--- config.mk ---
export PLATFORM = sky130hd
export DESIGN_NAME = turfio_trig_merge
export DESIGN_NICKNAME = d
export VERILOG_FILES = /design/src/rtl/turfio_trig_merge.sv
export SDC_FILE = /design/constraint.sdc
export NUM_CORES = 1
export LEC_CHECK = 0
export ABC_AREA = 1
export BUFFER_PORTS_ARGS = -buffer_cell sky130_fd_sc_hd__buf_2
export CAP_MARGIN = 5
export CORE_ASPECT_RATIO = 1.5
export CORE_MARGIN = 2
export CORE_UTILIZATION = 48
export CTS_CLUSTER_SIZE = 28
export DETAILED_ROUTE_END_ITERATION = 10
export PLACE_DENSITY = 0.66
export SLEW_MARGIN = 20
export SYNTH_ARGS = -nofsm -noshare
export SYNTH_HDL_FRONTEND = slang
export SYNTH_SLANG_ARGS = --single-unit
--- constraint.sdc ---
create_clock -name clk_i -period 6.8 [get_ports clk_i]
set_clock_uncertainty 0.15 [all_clocks]
set_input_delay 1.36 -clock clk_i [delete_from_list [all_inputs] [get_ports clk_i]]
set_output_delay 1.36 -clock clk_i [all_outputs]
set_load 0.1 [all_outputs]
--- src/rtl/turfio_trig_merge.sv ---
// Trigger merger for one TURFIO port: per-SURF 2-entry FIFOs feeding a round-robin
// arbiter onto a single valid/ready stream tagged with the SURF index.
module turfio_trig_merge #(
  parameter int NUM_SURF  = 8,
  parameter int WORD_BITS = 16,
  parameter int CNT_BITS  = 16
) (
  input  logic                          clk_i,
  input  logic                          rst_i,
  input  logic [NUM_SURF*WORD_BITS-1:0] trig_i,
  input  logic [NUM_SURF-1:0]           trig_valid_i,
  input  logic [NUM_SURF-1:0]           enable_i,
  output logic [WORD_BITS-1:0]          m_tdata_o,
  output logic [$clog2(NUM_SURF)-1:0]   m_tuser_o,
  output logic                          m_tvalid_o,
  input  logic                          m_tready_i,
  output logic [NUM_SURF-1:0]           overflow_o,
  output logic [CNT_BITS-1:0]           ovf_count_o,
  input  logic                          ovf_clear_i
);

  localparam int IDX_BITS = $clog2(NUM_SURF);
  localparam int POP_BITS = $clog2(NUM_SURF + 1);

  logic [NUM_SURF-1:0]                push_req;
  logic [NUM_SURF-1:0]                push_ok;
  logic [NUM_SURF-1:0]                full;
  logic [NUM_SURF-1:0]                nonempty;
  logic [NUM_SURF-1:0]                drop;
  logic [NUM_SURF-1:0]                pop;
  logic [NUM_SURF-1:0][WORD_BITS-1:0] head_word;

  logic                 load;
  logic                 grant_valid;
  logic [IDX_BITS-1:0]  grant_idx;
  logic [IDX_BITS-1:0]  ptr_reg;
  logic [IDX_BITS-1:0]  ptr_next;

  logic [WORD_BITS-1:0] tdata_reg;
  logic [IDX_BITS-1:0]  tuser_reg;
  logic                 tvalid_reg;
  logic [NUM_SURF-1:0]  overflow_reg;
  logic [NUM_SURF-1:0]  overflow_next;
  logic [CNT_BITS-1:0]  count_reg;
  logic [CNT_BITS-1:0]  count_next;
  logic [CNT_BITS-1:0]  count_base;
  logic [CNT_BITS:0]    count_sum;
  logic [POP_BITS-1:0]  drop_cnt;

  genvar gi;
  generate
    for (gi = 0; gi < NUM_SURF; gi++) begin : g_lane
      logic [WORD_BITS-1:0] mem_reg [2];
      logic                 wr_ptr_reg;
      logic                 rd_ptr_reg;
      logic [1:0]           fill_reg;

      assign push_req[gi]  = trig_valid_i[gi] & enable_i[gi];
      assign full[gi]      = (fill_reg == 2'd2);
      assign nonempty[gi]  = (fill_reg != 2'd0);
      // A full lane still accepts a word when its head is leaving this cycle.
      assign push_ok[gi]   = push_req[gi] & (~full[gi] | pop[gi]);
      assign drop[gi]      = push_req[gi] & full[gi] & ~pop[gi];
      assign head_word[gi] = mem_reg[rd_ptr_reg];

      always_ff @(posedge clk_i) begin
        if (push_ok[gi]) begin
          mem_reg[wr_ptr_reg] <= trig_i[WORD_BITS*gi +: WORD_BITS];
        end
      end

      always_ff @(posedge clk_i) begin
        if (rst_i) begin
          wr_ptr_reg <= 1'b0;
          rd_ptr_reg <= 1'b0;
          fill_reg   <= 2'd0;
        end else begin
          if (push_ok[gi]) wr_ptr_reg <= ~wr_ptr_reg;
          if (pop[gi])     rd_ptr_reg <= ~rd_ptr_reg;
          case ({push_ok[gi], pop[gi]})
            2'b10:   fill_reg <= fill_reg + 2'd1;
            2'b01:   fill_reg <= fill_reg - 2'd1;
            default: fill_reg <= fill_reg;
          endcase
        end
      end
    end
  endgenerate

  assign load = ~tvalid_reg | m_tready_i;

  // Scan from the far end so the lane closest to the pointer wins last.
  always_comb begin
    logic [IDX_BITS-1:0] cand;
    grant_valid = 1'b0;
    grant_idx   = '0;
    cand        = '0;
    for (int k = NUM_SURF - 1; k >= 0; k--) begin
      cand = IDX_BITS'((int'(ptr_reg) + k) % NUM_SURF);
      if (nonempty[cand]) begin
        grant_valid = 1'b1;
        grant_idx   = cand;
      end
    end
  end

  always_comb begin
    pop      = '0;
    ptr_next = IDX_BITS'((int'(grant_idx) + 1) % NUM_SURF);
    if (load && grant_valid) pop[grant_idx] = 1'b1;
  end

  always_ff @(posedge clk_i) begin
    if (rst_i) begin
      tdata_reg  <= '0;
      tuser_reg  <= '0;
      tvalid_reg <= 1'b0;
      ptr_reg    <= '0;
    end else if (load) begin
      if (grant_valid) begin
        tdata_reg  <= head_word[grant_idx];
        tuser_reg  <= grant_idx;
        tvalid_reg <= 1'b1;
        ptr_reg    <= ptr_next;
      end else begin
        tvalid_reg <= 1'b0;
      end
    end
  end

  always_comb begin
    drop_cnt = '0;
    for (int j = 0; j < NUM_SURF; j++) begin
      drop_cnt = drop_cnt + POP_BITS'(drop[j]);
    end
  end

  // A clear and drops in the same cycle: clear first, then apply the drops.
  always_comb begin
    count_base    = ovf_clear_i ? '0 : count_reg;
    count_sum     = {1'b0, count_base} + (CNT_BITS + 1)'(drop_cnt);
    count_next    = count_sum[CNT_BITS] ? '1 : count_sum[CNT_BITS-1:0];
    overflow_next = (ovf_clear_i ? '0 : overflow_reg) | drop;
  end

  always_ff @(posedge clk_i) begin
    if (rst_i) begin
      overflow_reg <= '0;
      count_reg    <= '0;
    end else begin
      overflow_reg <= overflow_next;
      count_reg    <= count_next;
    end
  end

  assign m_tdata_o   = tdata_reg;
  assign m_tuser_o   = tuser_reg;
  assign m_tvalid_o  = tvalid_reg;
  assign overflow_o  = overflow_reg;
  assign ovf_count_o = count_reg;

endmodule

# After elaboration in Yosys (flattened, before gate mapping)
# Memories as Yosys holds them, arrays and structs flattened. A register that Yosys moved wholly into a read port is not among the register bits.
# Index checks and enable logic that the tools add are counted.
# classes
addsub,32
order_cmp,10
eq_ne,24
muxes,81
bitwise_logic,75
reduce_logical,19
# op_table
op,n
1-bit 2-to-1 mux,50
16-bit binary-select mux with 3-bit select,1
16-bit 2-to-1 mux,3
"3-bit by 4-bit less-than comparator with 1-bit output, second input constant",9
1-bit NOT,33
1-bit bitwise AND,32
"2-bit == test, second input constant",16
2-bit one-hot mux with 2 select lines,8
2-bit nonzero test,16
1-bit binary-select mux with 3-bit select,8
3-bit 2-to-1 mux,8
16-bit by 4-bit adder with 17-bit output,1
"2-bit by 1-bit adder with 2-bit output, second input constant",8
4-bit by 1-bit adder with 4-bit output,4
"2-bit by 1-bit == test with 1-bit output, second input constant",8
8-bit 2-to-1 mux,2
"2-bit by 1-bit subtractor with 2-bit output, second input constant",8
"3-bit adder, second input constant",4
1-bit OR,9
8-bit OR,1
"3-bit by 1-bit adder with 3-bit output, second input constant",2
"3-bit by 2-bit adder with 3-bit output, second input constant",2
3-bit by 1-bit adder with 4-bit output,1
2-bit by 1-bit adder with 3-bit output,1
5 further kinds,6
# totals
reg_bits,79
mem_bits_rw,256
input_bits,148
output_inout_bits,44
n_memories,8
# mem_list
name,depth,word_bits,read_ports,rd_clocked_by_memory_dff,wr,line_no,source
g_lane[0].mem_reg,2,16,1,1,1,53,logic [WORD_BITS-1:0] mem_reg [2];
g_lane[1].mem_reg,2,16,1,1,1,53,
g_lane[2].mem_reg,2,16,1,1,1,53,
g_lane[3].mem_reg,2,16,1,1,1,53,
g_lane[4].mem_reg,2,16,1,1,1,53,
g_lane[5].mem_reg,2,16,1,1,1,53,
2 more memories,-,-,-,-,-,-,

# Logic depth before layout (Yosys ltp)
# depth
ltp_word,27
ltp_mapped,40
ltp_nobuf,38

# Least setup slack after synthesis
# OpenSTA, ideal clock, no wires.
# synth_path
path_kind,register to register
startpoint,reg ptr_reg[1]
endpoint,"reg count_reg[15], in the netlist ovf_count_o[15]"
arrival_time_ns,6.007
path_slack_ns,0.586
stages_incl_launch_ff,37
n_path_buf,2
period_less_slack_ns,6.214
cell_sequence,dfxtp_1 buf_2 inv_1 ha_1 buf_2 inv_1 nand3_1 nand2_1 nand2_1 nand2_2 nor2_1 nand3_1 nor2_1 nand3_1 o21ai_2 a21oi_4 nand3_1 nand3_1 fa_1 fa_1 fa_1 fa_1 inv_1 fa_1 nand3_1 and2_1 inv_1 nand3_1 nor4_1 nand2_1 inv_1 nand4_1 nor3_2 inv_1 nand3_1 nand2_1 inv_1
# synth_via
elab_chain_len,27
word_cells_on_any_way,71
# synth_lines
element,line_no,source
"start, declared",36,logic [IDX_BITS-1:0] ptr_reg;
"start signal, assigned",124,ptr_reg <= ptr_next;
3-bit adder,99,cand = IDX_BITS'((int'(ptr_reg) + k) % NUM_SURF);
1-bit binary-select mux with 3-bit select,100,if (nonempty[cand]) begin
1-bit 2-to-1 mux (not written as such),100,
3-bit 2-to-1 mux (8 in series),100,
3-bit by 4-bit less-than comparator with 1-bit output (not written as such) / 3-bit by 1-bit greater-or-equal comparator with 1-bit output (equally long branches),110,if (load && grant_valid) pop[grant_idx] = 1'b1;
1-bit logical AND (not written as such),110,
1-bit 2-to-1 mux (not written as such),110,
1-bit demux with 3-bit select,110,
(+2 left out),-,
1-bit bitwise AND,63,assign drop[gi] = push_req[gi] & full[gi] & ~pop[gi];
1-bit by 1-bit adder with 2-bit output,134,drop_cnt = drop_cnt + POP_BITS'(drop[j]);
2-bit by 1-bit adder with 3-bit output,134,
3-bit by 1-bit adder with 4-bit output,134,
4-bit by 1-bit adder with 4-bit output (3 in series),134,
4-bit by 1-bit adder with 4-bit output (*),134,
16-bit by 4-bit adder with 17-bit output (*),141,"count_sum = {1'b0, count_base} + (CNT_BITS + 1)'(drop_cnt);"
16-bit 2-to-1 mux (*),142,count_next = count_sum[CNT_BITS] ? '1 : count_sum[CNT_BITS-1:0];
"end signal, assigned",152,count_reg <= count_next;
"end, declared",44,logic [CNT_BITS-1:0] count_reg;
# Every way passes the cells marked *; elsewhere a longest branch is shown, timed or not. The select of a mux whose other input is x is not followed.
# A chain may end at the register's enable or synchronous reset.

# Final worst setup path
# Ends and elaborated chain as after synthesis.

==> flow_summary_export.csv <==
group,metric,value,unit
yosys,synth_top_area_share,51.1,%
timing,drv_slew,0,
routing,wl_per_cell,18.9,um
yosys,yosys_most_used_dff,"edfxtp_1",
yosys,synth_top_cell_by_area,"edfxtp_1",
timing,fin_crit,6370,ps
setup_path,cp_max_fo,9,
layout,drive_above_1_share,24.4,%
cts,clkLatencyLatePin,520,ps
placement,dpl.hpwl,26900,um
layout,diodes,0,
yosys,synth.avg_cell_area,10.8,um^2
cts,cts_max_path_buffers,3,
global_routing,antenna_found_initial,1,
routing,vias,10600,
global_routing,grt_pass1_wl,57700,um
yosys,synth.area.mux_share,8.52,%
min_path,min_to,"g_lane[4].rd_ptr_reg$_SDFFE_PP0P_",
yosys,syn_nets,1557,
global_routing,grt_pass1_vias,10600,
yosys,synth-xor-area-share,1.26,%
placement,placed_area,16300,um^2
routing,drt_iter0_drc,681,
timing,worst-slew-pin-transition,1010,ps
yosys,synth_top_family_by_area,"simple AND/OR/NAND/NOR gates",
cts,cts_tree,"built",
global_routing,grt_max_degree,87,
routing,wirelength,37800,um
yosys,synthSimpleGateAreaFrac,16.0,%
setup_path,critical_path_required,7110,ps
timing,clock.fmax,157,MHz
setup_path,path_class,"reg -> reg",
layout,syn2layout_area_growth,16.4,%
setup_path,cpMaxStageDelayCell,"fa_1",
cts,htree_levels,2,
yosys,synth_compound_area_share,5.11,%
yosys,mappedNetlistArea,15000,um^2
min_path,hold_path_depth,1,
floorplan,fp-row-count,79,
routing,firstDrtPassIters,7,
timing,hold_viol,0,
yosys,yosysWarnings,0,
timing,relSlewSlack,32.7,%
placement,place_inst,1943,
setup_path,r2r_cells,37,
layout,finalNetCount,1746,
setup_path,critPathCaptureType,"flip-flop",
cts,clkTransAtPathRegs,60,ps
setup_path,crit_path_frequent_cell,"nand2_1",
yosys,synthTopCellsByArea,"edfxtp_1 (51%), dfxtp_1 (12%), nand2_1 (9.0%)",
yosys,ys_seq_area_share,62.7,%
global_routing,grt-ovfl-total,0,
layout,largest_reg_flops,256,
run,drv_cap,0,
setup_path,cp.arrival,6690,ps
placement,portBuffers,191,
floorplan,core_area,30900,um^2
placement,routabilityCongestion,0.827,
floorplan,die_w,149,um
timing,min_period_over_period,93.7,%
floorplan,die_h,221,um
yosys,ys_types,37,
setup_path,r2r-start,"ptr_reg[1]$_SDFFE_PP0N_",
setup_path,timing.rr.end,"ovf_count_o[15]$_SDFF_PP0_",
yosys,async_flop_share,0,%
cts,cts_made_buffers,34,
floorplan,die_area,32800,um^2
yosys,synthAdderAreaFrac,2.08,%
floorplan,start_util,48.6,%
min_path,hold_path.class,"reg -> reg",
yosys,syn_inst,1387,
status,status,"completed",
yosys,synth_edf_count,256,
min_path,worstHoldStart,"g_lane[4].rd_ptr_reg$_SDFFE_PP0P_",
cts,clock-root-buffer,"clkbuf_16",
global_routing,grt_usage,23.0,%
floorplan,io_pins,192,
cts,cts_sinks,343,
layout,final_area,17500,um^2
timing,setup_viol,0,
layout,final_cells,2003,
routing,final_antenna_net_count,0,
routing,drc,0,
setup_path,slowest_delay,550,ps
routing,viasPerCell,5.27,
yosys,synth.ff_latch_count,343,
setup_path,start_kind,"flip-flop",
setup_path,regToRegSetupSlack,430,ps
[critical path: cells and delay by family (launching register included)]
family | cells | cell delay (ps)
compound gates | 1 | 210
buf+inv | 8 | 700
flops | 1 | 340
fa+ha+maj | 6 | 2390
simple gates | 22 | 2510
[metal layers]
metal  wire length [um]  GRT usage [%]  vias up
met5                 12              0        -
met2              19600           41.6      315
met1              14300           26.9     5067
li1                   -              -     5089
met4               1540           9.59        2
met3               2240           3.67       82
[per-stage QoR]
stage          util, %  setup TNS, ps  hold slack [ps]  setup WS [ps]
5_1_grt           56.6          -6.08              333          -6.08
3_3_place_gp      52.8              0              291            303
6_report          56.6              0              310            425
3_5_place_dp      52.8              0              300           62.8
4_1_cts           56.4              0              309           62.8
2_1_floorplan        -              0              282            586
[cell usage after synthesis (2+ instances only)]
| library cell | instances |
|---|---|
| nor2_2 | 2 |
| o21ai_0 | 51 |
| a21oi_1 | 66 |
| nor3_1 | 3 |
| nand2_2 | 6 |
| a211oi_1 | 2 |
| inv_1 | 93 |
| mux2_2 | 96 |
| nand3_1 | 95 |
| nor2_4 | 3 |
| xor2_1 | 16 |
| ha_1 | 17 |
| buf_6 | 6 |
| inv_2 | 10 |
| o21ai_1 | 27 |
| buf_2 | 10 |
| mux2i_1 | 20 |
| clkbuf_1 | 31 |
| nand2_4 | 3 |
| nor4_1 | 2 |
| nor2_1 | 99 |
| dfxtp_1 | 87 |
| fa_1 | 5 |
| edfxtp_1 | 256 |
| xnor2_1 | 2 |
| nand4_1 | 2 |
| xor2_2 | 2 |
| buf_4 | 4 |
| nand2_1 | 362 |
| buf_1 | 2 |
[cells by family after synthesis]
family | count (synthesis)
mux | 116
flops | 343
compound gates | 149
xor+xnor | 20
simple gates | 581
fa+ha+maj | 22
buf+inv | 156
[layout by cell type, fill, tap and decap left out, types with 3 or more instances in the layout]
cell type    n
nor2_2       7
xor2_1      16
nor2_1      94
nand2_2      6
fa_1         5
edfxtp_1   256
inv_2       11
o21ai_0     51
ha_1        16
buf_4       15
mux2_2      96
clkbuf_16   35
nand2_1    362
clkbuf_1     9
nor2_4       3
mux2i_1     20
bufinv_16    3
buf_2      191
inv_1       92
clkbuf_8     5
a21oi_1     66
nand2_4      3
nand3_1     94
o21ai_1     27
dfxtp_1     87
[worst max path at each step]
stage | from | end | slack (ps) | cells after the start
floorplan | ptr_reg[1]$_SDFFE_PP0N_ | ovf_count_o[15]$_SDFF_PP0_ | 590 | 36
global placement | ptr_reg[1]$_SDFFE_PP0N_ | ovf_count_o[15]$_SDFF_PP0_ | 300 | 31
detailed placement | ptr_reg[1]$_SDFFE_PP0N_ | ovf_count_o[15]$_SDFF_PP0_ | 60 | 37
CTS | ptr_reg[1]$_SDFFE_PP0N_ | ovf_count_o[15]$_SDFF_PP0_ | 60 | 37
global route | ptr_reg[1]$_SDFFE_PP0N_ | ovf_count_o[13]$_SDFF_PP0_ | -6 | 38
finish | ptr_reg[1]$_SDFFE_PP0N_ | ovf_count_o[15]$_SDFF_PP0_ | 430 | 37
[repair_timing]
item | CTS | global route
endpoints found under the setup margin | 0 | 16
resized for setup | 0 | 8
hold buffers | 0 | 0
setup buffers | 0 | 2
[cell type report]
| type | instances | area [um^2] |
|---|---|---|
| Fill cell | 2700 | 13400 |
| Timing Repair Buffer | 206 | 1070 |
| Clock buffer | 49 | 978 |
| Clock inverter | 9 | 133 |
| Sequential cell | 343 | 9430 |
| Multi-Input combinational cell | 888 | 5010 |
| Inverter | 103 | 387 |
| Tap cell | 405 | 507 |
Power is left out: the tool's default activity adds up to more than one toggle a clock period on the data nets, which glitch-free logic cannot reach.
